--- config.mk ---
export PLATFORM = sky130hd
export DESIGN_NAME = rv_rf_operand_fetch
export DESIGN_NICKNAME = d
export VERILOG_FILES = /design/src/rtl/rv_rf_pkg.sv /design/src/rtl/rv_rf_operand_fetch_scoreboard.sv /design/src/rtl/rv_rf_operand_fetch.sv
export SDC_FILE = /design/constraint.sdc
export NUM_CORES = 1
export LEC_CHECK = 0
export ABC_AREA = 1
export CORE_MARGIN = 2
export CORE_UTILIZATION = 34
export CTS_BUF_LIST = sky130_fd_sc_hd__clkbuf_4
export CTS_CLUSTER_DIAMETER = 60
export CTS_CLUSTER_SIZE = 25
export DETAILED_ROUTE_END_ITERATION = 16
export PLACE_DENSITY_LB_ADDON = 0.1
export SYNTH_ARGS = -nofsm -noshare
export SYNTH_HDL_FRONTEND = slang
export SYNTH_HIERARCHICAL = 1
export SYNTH_SLANG_ARGS = --single-unit
export TNS_END_PERCENT = 10
--- constraint.sdc ---
create_clock -name clk -period 1.4 [get_ports clk]
set_input_delay 0.28 -clock clk [delete_from_list [all_inputs] [get_ports clk]]
set_output_delay 0.28 -clock clk [all_outputs]
set_load 0.02 [all_outputs]
--- src/rtl/rv_rf_pkg.sv ---
// Shared constants and FSM state type for the register-file operand fetch slice.
package rv_rf_pkg;

  localparam int XLEN = 32;
  localparam int AW   = 5;

  typedef enum logic [1:0] {
    IDLE = 2'd0,
    READ = 2'd1,
    HOLD = 2'd2
  } of_state_e;

endpackage

--- src/rtl/rv_rf_operand_fetch_scoreboard.sv ---
// Pending-write tracker: one bit per register, raises hazard on RAW to a pending source.
module rv_rf_scoreboard #(
  parameter int AW = rv_rf_pkg::AW
) (
  input  logic          clk,
  input  logic          reset,
  input  logic          set_en,
  input  logic [AW-1:0] set_idx,
  input  logic          clr_en,
  input  logic [AW-1:0] clr_idx,
  input  logic          rs1_en,
  input  logic [AW-1:0] rs1,
  input  logic          rs2_en,
  input  logic [AW-1:0] rs2,
  output logic          hazard
);

  localparam int N = 1 << AW;

  logic [N-1:0] pending;
  logic [N-1:0] set_vec;
  logic [N-1:0] clr_vec;
  logic         hz1;
  logic         hz2;

  always_comb begin
    set_vec = '0;
    clr_vec = '0;
    if (set_en && (set_idx != '0))
      set_vec[set_idx] = 1'b1;
    if (clr_en)
      clr_vec[clr_idx] = 1'b1;
  end

  // set is OR-ed after the clear so a same-cycle set wins
  always_ff @(posedge clk) begin
    if (reset)
      pending <= '0;
    else
      pending <= (pending & ~clr_vec) | set_vec;
  end

  assign hz1 = rs1_en && pending[rs1]
            && !(clr_en && (clr_idx == rs1));
  assign hz2 = rs2_en && pending[rs2]
            && !(clr_en && (clr_idx == rs2));
  assign hazard = hz1 || hz2;

endmodule

--- src/rtl/rv_rf_operand_fetch.sv ---
// Operand fetch between decode and execute; drives RF read/write ports.
// Define RF_SCOREBOARD_EN to stall issue on read-after-write hazards.
module rv_rf_operand_fetch #(
  parameter int XLEN = rv_rf_pkg::XLEN,
  parameter int AW   = rv_rf_pkg::AW
) (
  input  logic            clk,
  input  logic            reset,
  input  logic            iss_valid,
  output logic            iss_ready,
  input  logic [AW-1:0]   iss_rs1,
  input  logic [AW-1:0]   iss_rs2,
  input  logic [AW-1:0]   iss_rd,
  input  logic            iss_rs1_en,
  input  logic            iss_rs2_en,
  input  logic            iss_rd_en,
  output logic            re1,
  output logic            re2,
  output logic [AW-1:0]   raddr1,
  output logic [AW-1:0]   raddr2,
  input  logic [XLEN-1:0] rdata1,
  input  logic [XLEN-1:0] rdata2,
  output logic            op_valid,
  input  logic            op_ready,
  output logic [XLEN-1:0] op_a,
  output logic [XLEN-1:0] op_b,
  output logic [AW-1:0]   op_rd,
  input  logic            wb_valid,
  input  logic [AW-1:0]   wb_rd,
  input  logic [XLEN-1:0] wb_data,
  output logic            wr,
  output logic [AW-1:0]   waddr,
  output logic [XLEN-1:0] wdata
);

  import rv_rf_pkg::*;

  of_state_e state;
  of_state_e state_nx;
  logic      accept;
  logic      hazard;
  logic      ld_ops;

`ifdef RF_SCOREBOARD_EN
  rv_rf_scoreboard #(
    .AW(AW)
  ) u_sb (
    .clk     (clk),
    .reset   (reset),
    .set_en  (accept && iss_rd_en),
    .set_idx (iss_rd),
    .clr_en  (wb_valid),
    .clr_idx (wb_rd),
    .rs1_en  (iss_rs1_en),
    .rs1     (iss_rs1),
    .rs2_en  (iss_rs2_en),
    .rs2     (iss_rs2),
    .hazard  (hazard)
  );
`else
  assign hazard = 1'b0;
`endif

  always_comb begin
    state_nx  = state;
    iss_ready = 1'b0;
    ld_ops    = 1'b0;
    unique case (state)
      IDLE: begin
        iss_ready = !reset && !hazard;
        if (iss_valid && iss_ready)
          state_nx = READ;
      end
      READ: begin
        ld_ops   = 1'b1;
        state_nx = HOLD;
      end
      HOLD: begin
        if (op_ready)
          state_nx = IDLE;
      end
      default: state_nx = IDLE;
    endcase
  end

  assign accept = iss_valid && iss_ready;

  assign re1    = accept && iss_rs1_en;
  assign re2    = accept && iss_rs2_en;
  assign raddr1 = accept ? iss_rs1 : '0;
  assign raddr2 = accept ? iss_rs2 : '0;

  // x0 writes are dropped here so the RF never sees them
  assign wr    = wb_valid && (wb_rd != '0);
  assign waddr = wb_rd;
  assign wdata = wb_data;

  always_ff @(posedge clk) begin
    if (reset) begin
      state    <= IDLE;
      op_valid <= 1'b0;
      op_a     <= '0;
      op_b     <= '0;
      op_rd    <= '0;
    end else begin
      state <= state_nx;
      if (accept)
        op_rd <= iss_rd_en ? iss_rd : '0;
      if (ld_ops) begin
        op_a     <= rdata1;
        op_b     <= rdata2;
        op_valid <= 1'b1;
      end else if ((state == HOLD) && op_ready) begin
        op_valid <= 1'b0;
      end
    end
  end

endmodule

==> results of run 1 <==
flip-flops by register name, summed over array words and instances, names as in the netlist:
register and cells:
op_b 32, op_a 32, op_rd 5, op_valid 1, state 2
logic make-up after synthesis:
group	Yosys count	synth area share, %
buffers and inverters	87	18.36
AND/OR/NAND/NOR	175	23.46
flip-flops	72	47.00
AO/OA/AOI/OAI	67	11.18
layout make-up:
class	count	area [sq um]
Tap cell	108	135.1
Inverter	27	101.3
Clock inverter	6	60.06
Multi-Input combinational cell	243	1097
Clock buffer	10	75.07
Sequential cell	72	1444
Fill cell	864	4078
Timing Repair Buffer	198	1730
path summary, 6_finish.rpt:
| check | endpoint | cells after the start |
|---|---|---|
| worst max register to register | op_rd[3]$_SDFFE_PP0P_ | 8 |
| worst min-delay path | op_a[17]$_SDFFE_PP0P_ | 3 |
| worst max-delay path | raddr1[4] | 4 |
| worst min register to register | op_valid$_SDFFE_PP0P_ | 2 |
per-layer routing:
layer | global-route usage [%] | share of wire (%) | vias to the layer above
met2 | 32.59 | 51 | 158
li1 | - | - | 1516
met4 | 4.953 | 1.8 | 0
met5 | 0 | 0 | -
met3 | 7.376 | 10 | 16
met1 | 19.80 | 37 | 1321
cells in the final DEF, fill, tap and decap left out, types with 2 or more instances in the layout:
master,synthesis,layout
nand2_1,17,17
o21ai_0,16,15
buf_6,7,9
a21oi_2,2,2
inv_2,4,4
dfxtp_2,0,2
dlygate4sd2_1,0,2
clkbuf_4,0,10
clkdlybuf4s50_1,0,91
inv_1,23,23
buf_4,43,20
nand4_1,4,4
nor2_1,139,138
nor2_4,1,3
clkbuf_2,0,47
dfxtp_1,72,70
nor2_2,10,9
clkinv_2,0,2
nand3_4,1,2
o21ai_1,49,50
clkdlybuf4s15_1,0,25
buf_12,0,3
metrics by stage:
| step | std cells | TNS, ns | util (%) | hold slack, ns |
|---|---|---|---|---|
| finish | 664 | -2.706 | 53.24 | 0.4586 |
| global route | 664 | -4.118 | 53.24 | 0.4182 |
| CTS | 664 | -3.352 | 55.11 | 0.4281 |
| detailed placement | 643 | -33.15 | 53.72 | 0.4637 |
| global placement | 643 | -31.91 | 53.72 | 0.4557 |
| floorplan | 401 | 0 | - | 0.3424 |
power by group:
| part | total (mW) | internal [mW] | switching, mW |
|---|---|---|---|
| registers | 2.28 | 2.20 | 0.0763 |
| logic | 1.14 | 0.541 | 0.599 |
| clock network | 1.26 | 0.557 | 0.708 |
| total | 4.68 | 3.30 | 1.38 |
critical path, cell delays in order (launching register included):
cell	delay, ns
dfxtp_2	0.35
nor2_4	0.18
nand3_4	0.17
nor2_1	0.12
buf_4	0.15
what timing repair did:
| action | 4_1_cts | 5_1_grt |
|---|---|---|
| resized for setup | 177 | 105 |
| setup buffers | 4 | 0 |
| endpoints found under the setup margin | 89 | 85 |
| gates cloned | 1 | 0 |
| pin swaps | 4 | 2 |
==> metrics, run 1 <==
main area contributors after synthesis=dfxtp_1, nor2_1, buf_4, o21ai_1, inv_1; ys async rst share=0%; placer's final routability congestion estimate=0.7684; Rel. slew slack=67.30%; Max-Cap Viols=0; Crit. End Element=primary output; DRT Pass-1 Iters=4; arrival time worst endpoint=1.35 ns; DR vias=3011; critical path required time=1.12 ns; row count=34; post-synth top area cell=dfxtp_1; Period Utilization, post-route=116.8%; Final Hold Vio Count=0; measured slew at the worst slew-check pin=0.4905 ns; Die Wd=98.97 um; Seq/Total Area, Yosys=47.00%; Tot Pwr=4.683 mW; worst-path fanout max=8; DIE HEIGHT=98.97 um; die area=9795 sq um; HP Class=input pin to flip-flop; Final Routed Wirelength=9.206 mm; H-Tree Depth=3; Top FF cell, synth=dfxtp_1; pwr dens=1009 nW/um^2; ANT nets after route=0; DRC=0; Vias/cell=4.535; Worst R2R Start=state[1]$_SDFFE_PP0P_; layout cells sized above 1=21.22%; Setup Viol. Count Final=14; Pleak=2.184 nW; Cell variety after synth=19; number of synthesized flops with an enable pin=0; post-placement cell area=4684 sq um; total core area=8721 sq um; yosys warns=6; hold_sp=rdata1[17]; cell area after layout=4643 sq um; # diodes=0; count leader, synth=nor2_1; VDD IR max=0.6124 mV; R2R Setup Slk=0.11 ns; synth cell count leaders=nor2_1, dfxtp_1, o21ai_1; CTS tree=yes; Num CTS Buffers=9; Cells after Synth=401; Root Driver=clkbuf_4; syn_nets=525; drt wl/cell=13.86 um; global-route wire length before repair=14.34 mm; Netlist Area Pre-Place=3067 sq um; Layout Nets=675; Congestion Overflow GR=0; Final min period=1.635 ns; initial antenna violation count=0; Area growth syn-to-layout=51.41%; CP startpoint=state[1]$_SDFFE_PP0P_; clock latency on the worst-skew pair=0.39 ns; Max Fclk=611.8 MHz; dpl hpwl=6.767 mm; CTS Hold Bufs=0; violations in the final reports=setup timing; status=finished, violations left; Pins Over Slew Limit=0; Worst Skew=0.01363 ns; Port-buffer cells=180; crit path kind=flip-flop to primary output; number of DRC markers in iteration 0=85; clk sinks=72; clock tree buffer depth=2; GRT Overall Usage=18.19%; Critical Path Source Type=flip-flop; vias in the first global route=2898; Worst-path clk slew=0.12 ns; I/O Pins=245; Syn Area/Cell=7.648 sq um; FF+latch count, synth=72; setup slack after placement=-0.6792 ns; setup ws final=-0.2346 ns; Yosys top cell area share=47.00%; RSZ-0062 raised after global routing=yes; Starting Density=35.16%; pin count of the biggest net entering global routing=74
Power figures use the tool's default switching activity.
==> run 2, diff against run 1 <==
GPL_ROUTABILITY_DRIVEN = 0   (was unset)
==> results of run 2 <==
The final DEF is identical to that of run 1; final timing and power are the same.
==> run 3, diff against run 2 <==
REMOVE_ABC_BUFFERS = 1   (was unset)
==> metrics, run 3 (same netlist as run 1, synthesis figures left out) <==
status=finished, violations left; violations in the final reports=setup timing; leading cell types in the layout, fill and taps excluded=nor2_1, clkdlybuf4s50_1, dfxtp_1, o21ai_1, clkbuf_2; Worst Skew=0.01724 ns (+0.003619 ns); Crit. End Element=primary output; Pleak=2.174 nW (-0.43%); fin util=52.87% (-0.37 points); Clock power frac=29.5% (+2.5 points); Rel. slew slack=67.56% (+0.25 points); layout cells sized above 1=20.87% (-0.35 points); Root Driver=clkbuf_4; Worst-path clk slew=0.13 ns (about the same); dpl hpwl=7.274 mm (+7.5%); sink of the worst hold path=op_a[5]$_SDFFE_PP0P_; Critical Path Source Type=flip-flop; Final Hold Vio Count=0 (unchanged); arrival time worst endpoint=1.36 ns (about the same); die area=9795 sq um (unchanged); setup ws final=-0.2409 ns (-0.006369 ns); Period Utilization, post-route=117.2% (+0.45 points); HP Class=input pin to flip-flop; worst hold stages=3 (unchanged); Layout Nets=670 (-0.74%); Area growth syn-to-layout=50.35%; Internal=3.440 mW (+4.2%); VDD IR max=0.6055 mV (-1.1%); clock latency on the worst-skew pair=0.41 ns (+0.02 ns); ANT nets after route=0 (unchanged); I/O Pins=245 (unchanged); Port-buffer cells=180 (unchanged); Reg2Reg Depth=7 (-1); Starting Density=35.16% (unchanged); Vias/cell=4.514 (-0.45%); R2R Setup Slk=0.14 ns (+0.03 ns); number of DRC markers in iteration 0=81 (-4.7%); Final Routed Wirelength=9.963 mm (+8.2%); Logic pwr share=23.2% (-1.1 points); Seq pwr share=47.2% (-1.5 points); row count=34 (unchanged); Critical Path Max Stage Delay=0.35 ns (about the same); CTS tree=yes; Worst R2R Start=state[0]$_SDFFE_PP0P_; RSZ-0062 raised after global routing=yes; critical path required time=1.12 ns (about the same); measured slew at the worst slew-check pin=0.4867 ns (-0.003821 ns); clock tree buffer depth=2 (unchanged); # diodes=0 (unchanged); initial antenna violation count=0 (unchanged); pwr dens=1047 nW/um^2 (+3.8%); DRC=0 (unchanged); Max-Cap Viols=0 (unchanged); most common cell after layout, fill and taps aside=nor2_1; setup slack after placement=-0.6487 ns (+0.03048 ns); switching pwr=1.389 mW (+0.42%); drt wl/cell=15.12 um (+9.0%); DRT Pass-1 Iters=4 (unchanged); crit path kind=flip-flop to primary output; hold_sp=rdata1[5]; Max Fclk=609.4 MHz (-0.39%); Congestion Overflow GR=0 (unchanged); switching share of power=28.76% (-0.77 points); vias in the first global route=2834 (-2.2%); largest registers=op_a (32), op_b (32), op_rd (5); Die Wd=98.97 um (unchanged); reg2reg end=op_b[12]$_SDFFE_PP0P_; global-route wire length before repair=15.06 mm (+5.0%); total core area=8721 sq um (unchanged); pin count of the biggest net entering global routing=74 (unchanged); clk sinks=72 (unchanged); DIE HEIGHT=98.97 um (unchanged); Final min period=1.641 ns (+0.006369 ns); Setup Viol. Count Final=14 (unchanged); Pins Over Slew Limit=0 (unchanged); H-Tree Depth=3 (unchanged); CP max-delay cell=dfxtp_2; filler cell count=861 (-0.35%); worst-path fanout max=7 (-1); DR vias=2975 (-1.2%); CP cell instances=nor2_4 > nand3_4 > nor2_2 > buf_6; GRT Overall Usage=19.75% (+1.6 points); Num CTS Buffers=9 (unchanged)
-- run 3: cell count changes in the layout (fill, tap and decap cells not counted), moves of 2 or more --
| cell | delta |
|---|---|
| clkdlybuf4s15_1 | -5 |
| buf_6 | -3 |
| buf_4 | -3 |
| clkdlybuf4s15_2 | +2 |
| dlygate4sd2_1 | +3 |
-- run 3: worst max-delay path by stage --
stage                          startpoint              endpoint  slack [ns]  depth (start not counted)
floorplan           state[0]$_SDFFE_PP0P_  op_a[0]$_SDFFE_PP0P_       -0.67                          5
global placement                iss_valid             raddr1[4]       -0.63                          4
detailed placement                  reset                   re2       -0.65                          5
CTS                 state[0]$_SDFFE_PP0P_             raddr1[4]       -0.27                          4
global route        state[0]$_SDFFE_PP0P_             raddr1[1]       -0.35                          4
finish              state[0]$_SDFFE_PP0P_             raddr2[1]       -0.24                          4
-- run 3: metal layers --
layer	track usage, %	vias to the layer above	share of wire [%]
li1	-	1508	-
met4	4.320	2	0.97
met3	14.82	12	16
met2	26.25	169	38
met5	5.641	-	0.57
met1	24.93	1284	44
-- run 3: final cells by class --
cell class | instances | area, sq um | area share, %
clock buffer | 9 | 67.56 | 1.465
clock inverter | 7 | 86.33 | 1.872
inverter | 27 | 101.3 | 2.198
multi-input combinational | 243 | 1099 | 23.83
sequential | 72 | 1444 | 31.32
tap | 108 | 135.1 | 2.931
timing repair buffer | 193 | 1678 | 36.39
-- run 3: metrics by stage --
| step | total power [mW] | setup TNS [ns] | std cells | instance area [sq um] | hold slack, ns |
|---|---|---|---|---|---|
| after floorplan | 2.810 | -47.76 | 341 | 2605 | 0.3424 |
| after global placement | 3.550 | -31.65 | 641 | 4669 | 0.4607 |
| after detailed placement | 3.563 | -32.95 | 641 | 4669 | 0.4711 |
| after CTS | 4.925 | -3.252 | 659 | 4785 | 0.4033 |
| after global routing | 5.095 | -4.031 | 659 | 4611 | 0.4209 |
| final | 4.829 | -2.644 | 659 | 4611 | 0.4386 |
-- run 3: what timing repair did --
item | CTS | global route
gates resized for setup | 194 | 85
setup buffers | 1 | 0
endpoints found under the setup margin | 89 | 76
gates cloned | 1 | 0
pin swaps | 2 | 3
hold buffers | 0 | 0
-- run 3: power by group through the flow --
stage / Sequential [mW] / Combinational (mW) / Clock [mW]
final: 2.28 / 1.12 / 1.43
after detailed placement: 2.32 / 1.24 / 0
after global placement: 2.32 / 1.23 / 0
after CTS: 2.28 / 1.16 / 1.49
after global routing: 2.30 / 1.22 / 1.57
after floorplan: 2.51 / 0.304 / 0
-- run 3: critical path: cells and delay by family, from the launching register on --
family        cells  cell delay [ns]
buf+inv           1             0.12
flops             1             0.35
simple gates      3             0.50
